$ cat config.mk
export PLATFORM = sky130hd
export DESIGN_NAME = uart_tx_cfg
export DESIGN_NICKNAME = d
export VERILOG_FILES = /design/src/rtl/uart_pkg.sv /design/src/rtl/uart_bit_timer.sv /design/src/rtl/uart_tx_cfg.sv
export SDC_FILE = /design/constraint.sdc
export NUM_CORES = 1
export LEC_CHECK = 0
export BUFFER_PORTS_ARGS = -buffer_cell sky130_fd_sc_hd__buf_2
export CORE_UTILIZATION = 55
export DETAILED_ROUTE_END_ITERATION = 8
export PLACE_DENSITY = 0.76
export SYNTH_ARGS = -nofsm -noshare
export SYNTH_HDL_FRONTEND = slang
export SYNTH_SLANG_ARGS = --single-unit
$ cat constraint.sdc
create_clock -name clk -period 2.25 [get_ports clk]
set_input_delay 0.1125 -clock clk [delete_from_list [all_inputs] [get_ports clk]]
set_output_delay 0.1125 -clock clk [all_outputs]
set_load 0.005 [all_outputs]
$ cat src/rtl/uart_pkg.sv
// Shared UART types: FSM states, parity modes and data-width clamping.
// Used by uart_tx_cfg and uart_bit_timer.
package uart_pkg;

    typedef enum logic [2:0] {
        IDLE   = 3'd0,
        START  = 3'd1,
        DATA   = 3'd2,
        PARITY = 3'd3,
        STOP   = 3'd4,
        BREAK  = 3'd5
    } uart_state_e;

    localparam logic [1:0] PAR_NONE = 2'b00;
    localparam logic [1:0] PAR_EVEN = 2'b01;
    localparam logic [1:0] PAR_ODD  = 2'b10;

    function automatic int unsigned clamp_dbits(
        input int unsigned dbits,
        input int unsigned dbit_max
    );
        if (dbits < 5 || dbits > dbit_max) begin
            return dbit_max;
        end
        return dbits;
    endfunction

endpackage

$ cat src/rtl/uart_bit_timer.sv
// Oversampling tick counter; tc marks the last s_tick of a bit period.
// Shared between the transmitter and the receiver.
module uart_bit_timer #(
    parameter int OS = 16
) (
    input  logic clk,
    input  logic rst,
    input  logic s_tick,
    input  logic clr,
    output logic tc
);
    import uart_pkg::*;

    localparam int SW = (OS > 1) ? $clog2(OS) : 1;

    logic [SW-1:0] s_q;
    logic [SW-1:0] s_d;

    always_comb begin
        s_d = s_q;
        tc  = 1'b0;
        if (clr) begin
            s_d = '0;
        end else if (s_tick) begin
            if (s_q == SW'(OS - 1)) begin
                s_d = '0;
                tc  = 1'b1;
            end else begin
                s_d = s_q + 1'b1;
            end
        end
    end

    always_ff @(posedge clk) begin
        if (rst) begin
            s_q <= '0;
        end else begin
            s_q <= s_d;
        end
    end

endmodule

$ cat src/rtl/uart_tx_cfg.sv
// Runtime-configurable UART transmitter (5..DBIT_MAX data, parity, 1/2 stop).
// Define UART_TX_BREAK_EN to add the brk_req/brk_active break generator.
module uart_tx_cfg #(
    parameter int DBIT_MAX = 8,
    parameter int OS       = 16,
    parameter int BRK_BITS = 13
) (
    input  logic                          clk,
    input  logic                          rst,
    input  logic                          s_tick,
    input  logic                          tx_valid,
    output logic                          tx_ready,
    input  logic [DBIT_MAX-1:0]           tx_data,
    input  logic [$clog2(DBIT_MAX+1)-1:0] cfg_dbits,
    input  logic [1:0]                    cfg_parity,
    input  logic                          cfg_stop2,
`ifdef UART_TX_BREAK_EN
    input  logic                          brk_req,
    output logic                          brk_active,
`endif
    output logic                          tx,
    output logic                          tx_busy,
    output logic                          tx_done_tick
);
    import uart_pkg::*;

    localparam int DW = $clog2(DBIT_MAX + 1);

    uart_state_e         state_q, state_d;
    logic [DBIT_MAX-1:0] shift_q, shift_d;
    logic [DW-1:0]       n_q, n_d;
    logic [DW-1:0]       dbits_q, dbits_d;
    logic                par_en_q, par_en_d;
    logic                par_bit_q, par_bit_d;
    logic                stop2_q, stop2_d;
    logic                stop_n_q, stop_n_d;
    logic                tx_q, tx_d;

    logic                timer_clr;
    logic                tc;
    logic                hs;
    logic [DW-1:0]       dbits_c;
    logic [DBIT_MAX-1:0] mask;
    logic [DBIT_MAX-1:0] data_m;

`ifdef UART_TX_BREAK_EN
    localparam int BW = $clog2(BRK_BITS + 1);
    logic [BW-1:0] brk_n_q, brk_n_d;
    logic          brk_done;
`endif

    uart_bit_timer #(
        .OS(OS)
    ) u_timer (
        .clk   (clk),
        .rst   (rst),
        .s_tick(s_tick),
        .clr   (timer_clr),
        .tc    (tc)
    );

    always_comb begin
        dbits_c = DW'(clamp_dbits(32'(cfg_dbits), DBIT_MAX));
        mask    = '0;
        for (int i = 0; i < DBIT_MAX; i++) begin
            mask[i] = (i < int'(dbits_c));
        end
        data_m = tx_data & mask;
    end

`ifdef UART_TX_BREAK_EN
    assign tx_ready   = (state_q == IDLE) && !brk_req;
    assign brk_active = (state_q == BREAK);
    assign brk_done   = (brk_n_q == BW'(BRK_BITS)) ||
                        (tc && brk_n_q == BW'(BRK_BITS - 1));
`else
    assign tx_ready = (state_q == IDLE);
`endif

    assign hs      = tx_valid && tx_ready;
    assign tx_busy = (state_q != IDLE);
    assign tx      = tx_q;

    always_comb begin
        state_d      = state_q;
        shift_d      = shift_q;
        n_d          = n_q;
        dbits_d      = dbits_q;
        par_en_d     = par_en_q;
        par_bit_d    = par_bit_q;
        stop2_d      = stop2_q;
        stop_n_d     = stop_n_q;
        timer_clr    = 1'b0;
        tx_done_tick = 1'b0;
`ifdef UART_TX_BREAK_EN
        brk_n_d      = brk_n_q;
`endif
        unique case (state_q)
            IDLE: begin
                // Holding the timer clear here drops any tick coincident with the handshake.
                timer_clr = 1'b1;
`ifdef UART_TX_BREAK_EN
                if (brk_req) begin
                    state_d = BREAK;
                    brk_n_d = '0;
                end else
`endif
                if (hs) begin
                    state_d   = START;
                    shift_d   = data_m;
                    dbits_d   = dbits_c;
                    par_en_d  = (cfg_parity == PAR_EVEN) ||
                                (cfg_parity == PAR_ODD);
                    par_bit_d = (cfg_parity == PAR_ODD) ? ~^data_m : ^data_m;
                    stop2_d   = cfg_stop2;
                    stop_n_d  = 1'b0;
                    n_d       = '0;
                end
            end
            START: begin
                if (tc) begin
                    state_d = DATA;
                    n_d     = '0;
                end
            end
            DATA: begin
                if (tc) begin
                    shift_d = shift_q >> 1;
                    if (n_q == dbits_q - 1'b1) begin
                        state_d = par_en_q ? PARITY : STOP;
                    end else begin
                        n_d = n_q + 1'b1;
                    end
                end
            end
            PARITY: begin
                if (tc) begin
                    state_d = STOP;
                end
            end
            STOP: begin
                if (tc) begin
                    if (stop2_q && !stop_n_q) begin
                        stop_n_d = 1'b1;
                    end else begin
                        state_d      = IDLE;
                        tx_done_tick = 1'b1;
                    end
                end
            end
`ifdef UART_TX_BREAK_EN
            BREAK: begin
                if (tc && brk_n_q != BW'(BRK_BITS)) begin
                    brk_n_d = brk_n_q + 1'b1;
                end
                if (brk_done && !brk_req) begin
                    state_d = IDLE;
                end
            end
`endif
            default: begin
                state_d = IDLE;
            end
        endcase
    end

    // Line level follows the next state so tx drops one clock after the handshake.
    always_comb begin
        tx_d = 1'b1;
        unique case (state_d)
            IDLE:    tx_d = 1'b1;
            START:   tx_d = 1'b0;
            DATA:    tx_d = shift_d[0];
            PARITY:  tx_d = par_bit_q;
            STOP:    tx_d = 1'b1;
`ifdef UART_TX_BREAK_EN
            BREAK:   tx_d = 1'b0;
`endif
            default: tx_d = 1'b1;
        endcase
    end

    always_ff @(posedge clk) begin
        if (rst) begin
            state_q   <= IDLE;
            shift_q   <= '0;
            n_q       <= '0;
            dbits_q   <= DW'(DBIT_MAX);
            par_en_q  <= 1'b0;
            par_bit_q <= 1'b0;
            stop2_q   <= 1'b0;
            stop_n_q  <= 1'b0;
            tx_q      <= 1'b1;
        end else begin
            state_q   <= state_d;
            shift_q   <= shift_d;
            n_q       <= n_d;
            dbits_q   <= dbits_d;
            par_en_q  <= par_en_d;
            par_bit_q <= par_bit_d;
            stop2_q   <= stop2_d;
            stop_n_q  <= stop_n_d;
            tx_q      <= tx_d;
        end
    end

`ifdef UART_TX_BREAK_EN
    always_ff @(posedge clk) begin
        if (rst) begin
            brk_n_q <= '0;
        end else begin
            brk_n_q <= brk_n_d;
        end
    end
`endif

endmodule
======== Word-level counts from Yosys, hierarchy flattened ========
Index checks and enable logic that the tools add are counted.
storage, ports and cells
  register bits ........................... 28
  bits of input ports ..................... 19
  logic and storage cells ................. 93
cells by class
  add/sub/neg operators ................... 3
  magnitude comparators ................... 10
  eq/ne operators ......................... 17
  muxes and demuxes ....................... 34
  bitwise gates (word level) .............. 1
  reductions and logical operators ........ 17
operators by type and width
  operator             number
  $mux 4               7
  $mux 3               8
  $lt 3x4->1 const A   4
  $mux 8               2
  $pmux 8 s2           1
  $pmux 3 s5           1
  $eq 3x2->1 const B   4
  $mux 1               12
  $pmux 4 s3           1
  $ne 2x2->1 const B   5
  $add 4x1->4 const B  2
  $and 8x8->8          1
  $lt 1x4->1 const A   2
  $lt 2x4->1 const A   2
  $reduce_xnor 8->1    1
  $reduce_xor 8->1     1
  $eq 3x1->1 const B   2
  $reduce_bool 3->1    2
  $reduce_and 5->1     1
  $eq 4x4->1           1
  $eq 4x4->1 const B   1
  $gt 4x4->1 const B   1
  $lt 4x3->1 const B   1
  $reduce_and 4->1     1
  15 further kinds     18

======== Longest topological paths before layout ========
  depth after elaboration ................. 9
  depth in mapped cells ................... 8
  gate-level depth less buffers ........... 7

======== Modules after synthesis ========
Synthesis repeated with hierarchy kept, for this count alone.
second synthesis, totals
  cell total of the unflattened synthesis .. 179
  area total of the unflattened synthesis .. 1550.2 µm²
modules (own cells, without submodules)
  module          times used  cells an instance  area each (µm²)
  uart_tx_cfg     1           160                1368.8
  uart_bit_timer  1           19                 181.4

======== Least setup slack after synthesis ========
No wires, ideal clock.
  path type ............................... reg2reg
  start ................................... register u_timer.s_q[0]
  end ..................................... register shift_q[1]
  setup time .............................. 0.128 ns
  data arrival time ....................... 1.792 ns
  data required time ...................... 2.122 ns
  path slack .............................. 0.330 ns
  cell stages (with the launch flop) ...... 9
  clock period less this slack ............ 1.920 ns
  cells stage by stage .................... dfxtp_1 -> ha_1 -> and4_1 -> buf_2 -> a21oi_2 -> or3_1 -> buf_2 -> a222oi_1 -> nor2_1
on the way
  word-level cells in the longest chain between the ends .. 6
ends and longest elaborated chain
  what                               line                  source
  from (decl)                        uart_bit_timer.sv:16  logic [SW-1:0] s_q;
  from (signal assigned)             uart_bit_timer.sv:36  s_q <= '0;
  from (signal assigned)             uart_bit_timer.sv:38  s_q <= s_d;
  $eq 4x4->1                         uart_bit_timer.sv:25  if (s_q == SW'(OS - 1)) begin
  $mux 1                             uart_bit_timer.sv:25
  $mux 1                             uart_bit_timer.sv:24  end else if (s_tick) begin
  $mux 1                             uart_bit_timer.sv:22  if (clr) begin
  $ne 2x2->1 (no source line)        n/a
  $reduce_and 3->1 (no source line)  n/a
  to (signal assigned)               uart_tx_cfg.sv:196    shift_q <= shift_d;
  to (decl)                          uart_tx_cfg.sv:30     logic [DBIT_MAX-1:0] shift_q, shift_d;
No other way between the ends.
A chain may end at the register's enable or synchronous reset.

======== Worst setup path in the final report ========
  start ................................... register u_timer.s_q[0]
  end ..................................... register n_q[0]
on the way
  word-level cells in the longest chain between the ends .. 6
  elaborated cells on any way between the ends .. 7
ends and longest elaborated chain
  what                                   line                  source
  $eq 4x4->1 (*)                         uart_bit_timer.sv:25
  $mux 1 (*)                             uart_bit_timer.sv:25
  $mux 1 (*)                             uart_bit_timer.sv:24
  $mux 1 (*)                             uart_bit_timer.sv:22
  $ne 2x2->1 (no source line)            n/a
  $reduce_and 5->1 (no source line) (*)  n/a
  to (signal assigned)                   uart_tx_cfg.sv:197    n_q <= n_d;
  to (decl)                              uart_tx_cfg.sv:31     logic [DW-1:0] n_q, n_d;
Every way passes the cells marked *; elsewhere a longest branch is shown, timed or not.

==> impl_metrics.env <==
export IMPL_grt_usage_pct=21.7
export IMPL_drive_above_1_share_pct=21.2
export IMPL_fin_crit_sh_pct=95.7
export IMPL_outcome="completed"
export IMPL_yosysSeqAreaShare_pct=35.0
export IMPL_clkPwrFrac_pct=32.5
export IMPL_cts_setup_buffers=0
export IMPL_fin_crit_ns=2.15
export IMPL_leakage_nw=0.750
export IMPL_coreArea_sq_um=2760
export IMPL_clk_latency_ns=0.34
export IMPL_synthArstFlopShare_pct=0
export IMPL_synth_area_leaders="dfxtp_1, nor2_1, xnor2_1"
export IMPL_path_class="register to register"
export IMPL_swShare_pct=24.9
export IMPL_crit_arrival_ns=2.40
export IMPL_final_cells=234
export IMPL_drc_errors=0
export IMPL_dpl_hpwl_um=2480
export IMPL_fin_area_sq_um=1810
export IMPL_ys_ff_latch=28
export IMPL_synth_top_cell_by_area="dfxtp_1"
export IMPL_cts_htree_levels=1
export IMPL_cp_depth=6
export IMPL_setup_violations_final=0
export IMPL_tightest_slew_ns=0.433
export IMPL_p_int_uw=780
export IMPL_synth_area_sq_um=1600
export IMPL_ir_drop_v=0.000671
export IMPL_wl_per_cell_um=14.2
export IMPL_grt_pass1_wl_um=5460
export IMPL_fill_cells=246
export IMPL_grt_pass1_vias=1307
export IMPL_max_cap_viol_count=0
export IMPL_die_width_um=55.9
export IMPL_rsz0062_at_grt="false"
export IMPL_routed_wl_um=3330
export IMPL_cp_start_kind="register"
export IMPL_netlist_area_leader_share_pct=35.0
export IMPL_firstDrtPassIters=4
export IMPL_antenna_found_initial=0
export IMPL_r2r_end="n_q[0]"
export IMPL_grt_overflow_total=0
export IMPL_grt_max_degree=25
export IMPL_synth_flop_cell="dfxtp_1"
export IMPL_r2r_setup_slack_ns=0.1
export IMPL_antenna_left=0
export IMPL_area_growth_pct=12.8
export IMPL_timing_hold_violations_final=0
export IMPL_crit_path_end_kind="register"
export IMPL_critPathMaxStageDelay_ns=0.48
export IMPL_clockBufferDepth=2
export IMPL_clk_pin_slew_worst_paths_ns=0.16
export IMPL_cts_sinks=28
export IMPL_cp_endpoint="n_q[0]"
export IMPL_gp_congestion=0.931
export IMPL_drv_slew=0
export IMPL_cts_buffers=3
export IMPL_cp_required_ns=2.49
export IMPL_tritoncts="yes"
export IMPL_syn_nets=204
export IMPL_ys_warn_count=0
export IMPL_slew_headroom_pct=71.1
export IMPL_initialDrtViolationCount=53
export IMPL_powerDensity_nw_per_um2=575
export IMPL_final_core_util_pct=65.5
export IMPL_fp_row_count=19
export IMPL_crit_chain="ha_1, nand4_2, or3_4, o21a_1, or4b_1, o211a_1"
export IMPL_yosysMostFrequentCell="dfxtp_1"
export IMPL_synth_distinct_cells=54
export IMPL_fin_setup_tns_ns=0
export IMPL_ios=23
export IMPL_reg2reg_from="u_timer.s_q[0]"
export IMPL_die_y_um=55.9
export IMPL_diodes=0
export IMPL_fmax_mhz=465
export IMPL_min_path_type="input pin to register"
export IMPL_fp_dieArea_sq_um=3130
export IMPL_syn_inst=181
export IMPL_port_buffers=22
export IMPL_synth_area_per_cell_sq_um=8.84
export IMPL_dp_cells=229
export IMPL_via_count=1444
export IMPL_worst_r2r_cell_count=6
export IMPL_crit_path_start="u_timer.s_q[0]"
export IMPL_worstPathBufferInverterCount=0
export IMPL_start_util_pct=58.0
export IMPL_fin_worst_skew_ns=0.00657
export IMPL_vias_per_cell=6.17
export IMPL_combPwrFrac_pct=15.7
export IMPL_cp_slowest_cell="or4b_1"
export IMPL_synth_common_cells="dfxtp_1, nor2_1, nand2_1"
export IMPL_crit_path_max_fanout=6
export IMPL_cts_root_buf="clkbuf_4"
export IMPL_placed_area_sq_um=1740
export IMPL_synth_edff_count=0
export IMPL_num_nets_final=227
export IMPL_switching_power_uw=258
export IMPL_seq_power_share_pct=51.7
export IMPL_critPathTopFamily="simple AND/OR/NAND/NOR gates"
## tightest hold or removal path: stages
cell     delay [ns]
buf_2          0.12
nand3_1        0.06
a21oi_1        0.05
## sequential cells by signal, summed over array words and instances (netlist names)
register / cells
stop_n_q: 1
state_q: 3
par_bit_q: 1
u_timer.s_q: 4
n_q: 4
dbits_q: 4
stop2_q: 1
par_en_q: 1
tx: 1
shift_q: 8
## worst min-delay path by stage
| stage | startpoint | slack [ns] | to | cells after the start |
|---|---|---|---|---|
| floorplan | cfg_stop2 | 0.25 | stop2_q | 2 |
| global placement | cfg_stop2 | 0.35 | stop2_q | 3 |
| detailed placement | cfg_stop2 | 0.36 | stop2_q | 3 |
| CTS | cfg_dbits[0] | 0.04 | dbits_q[0] | 3 |
| global route | cfg_parity[1] | 0.04 | par_en_q | 3 |
| finish | cfg_dbits[0] | 0.04 | dbits_q[0] | 3 |
## timing repair
| item | 4_1_cts | 5_1_grt |
|---|---|---|
| hold buffers | 1 | 0 |
| setup endpoints to repair | 0 | 8 |
| resized for setup | 0 | 2 |
| endpoints found under the hold margin | 1 | 0 |
## layout by cell type (no fill, tap or decap), types with 8 or more instances in the layout
master and instances:
xnor2_1 8, inv_1 8, buf_2 22, a21oi_1 10, nor2_1 21, nand2_1 15, nor3_1 8, dfxtp_1 28
## power by group through the flow
stage / Clock (mW) / Combinational (mW) / Sequential (mW)
after floorplan: 0 / 0.116 / 0.539
after global placement: 0 / 0.154 / 0.546
after detailed placement: 0 / 0.160 / 0.547
after CTS: 0.341 / 0.162 / 0.536
after global routing: 0.361 / 0.179 / 0.540
final: 0.337 / 0.163 / 0.537
## per-stage QoR
stage	setup WS, ns	hold slack, ns	power [mW]
after detailed placement	0.106	0.360	0.706
after CTS	0.0817	0.0431	1.04
after floorplan	0.330	0.248	0.655
after global routing	0.00537	0.0432	1.08
after global placement	0.210	0.352	0.700
final	0.0972	0.0389	1.04
## final cells by class
class                      instances  area (sq um)  area share (%)
clock inverter                     1          30.0            1.66
inverter                           8          30.0            1.66
timing repair buffer              27           150            8.32
clock buffer                       3          22.5            1.25
multi-input combinational        136           973            53.9
tap                               31          38.8            2.15
sequential                        28           561            31.0
## per-layer routing
metal	global-route usage, %	part of all wire, %
met1	27.5	46
met2	38.6	49
met3	5.35	4.6
met4	2.44	0.39
met5	0	0
## kinds of logic (layout without fill, tap and decap cells)
| logic type | count (synthesis) | in the layout | share of synthesized area [%] |
|---|---|---|---|
| AO/OA/AOI/OAI | 39 | 39 | 18.0 |
| XOR/XNOR | 14 | 14 | 9.85 |
| adder cells (fa/ha/maj) | 4 | 4 | 3.13 |
| buffers and inverters | 17 | 39 | 4.93 |
| flip-flops | 28 | 28 | 35.0 |
| multiplexers | 4 | 4 | 2.58 |
| AND/OR/NAND/NOR | 75 | 75 | 26.5 |
No activity file was read; power rests on OpenSTA's default activity.
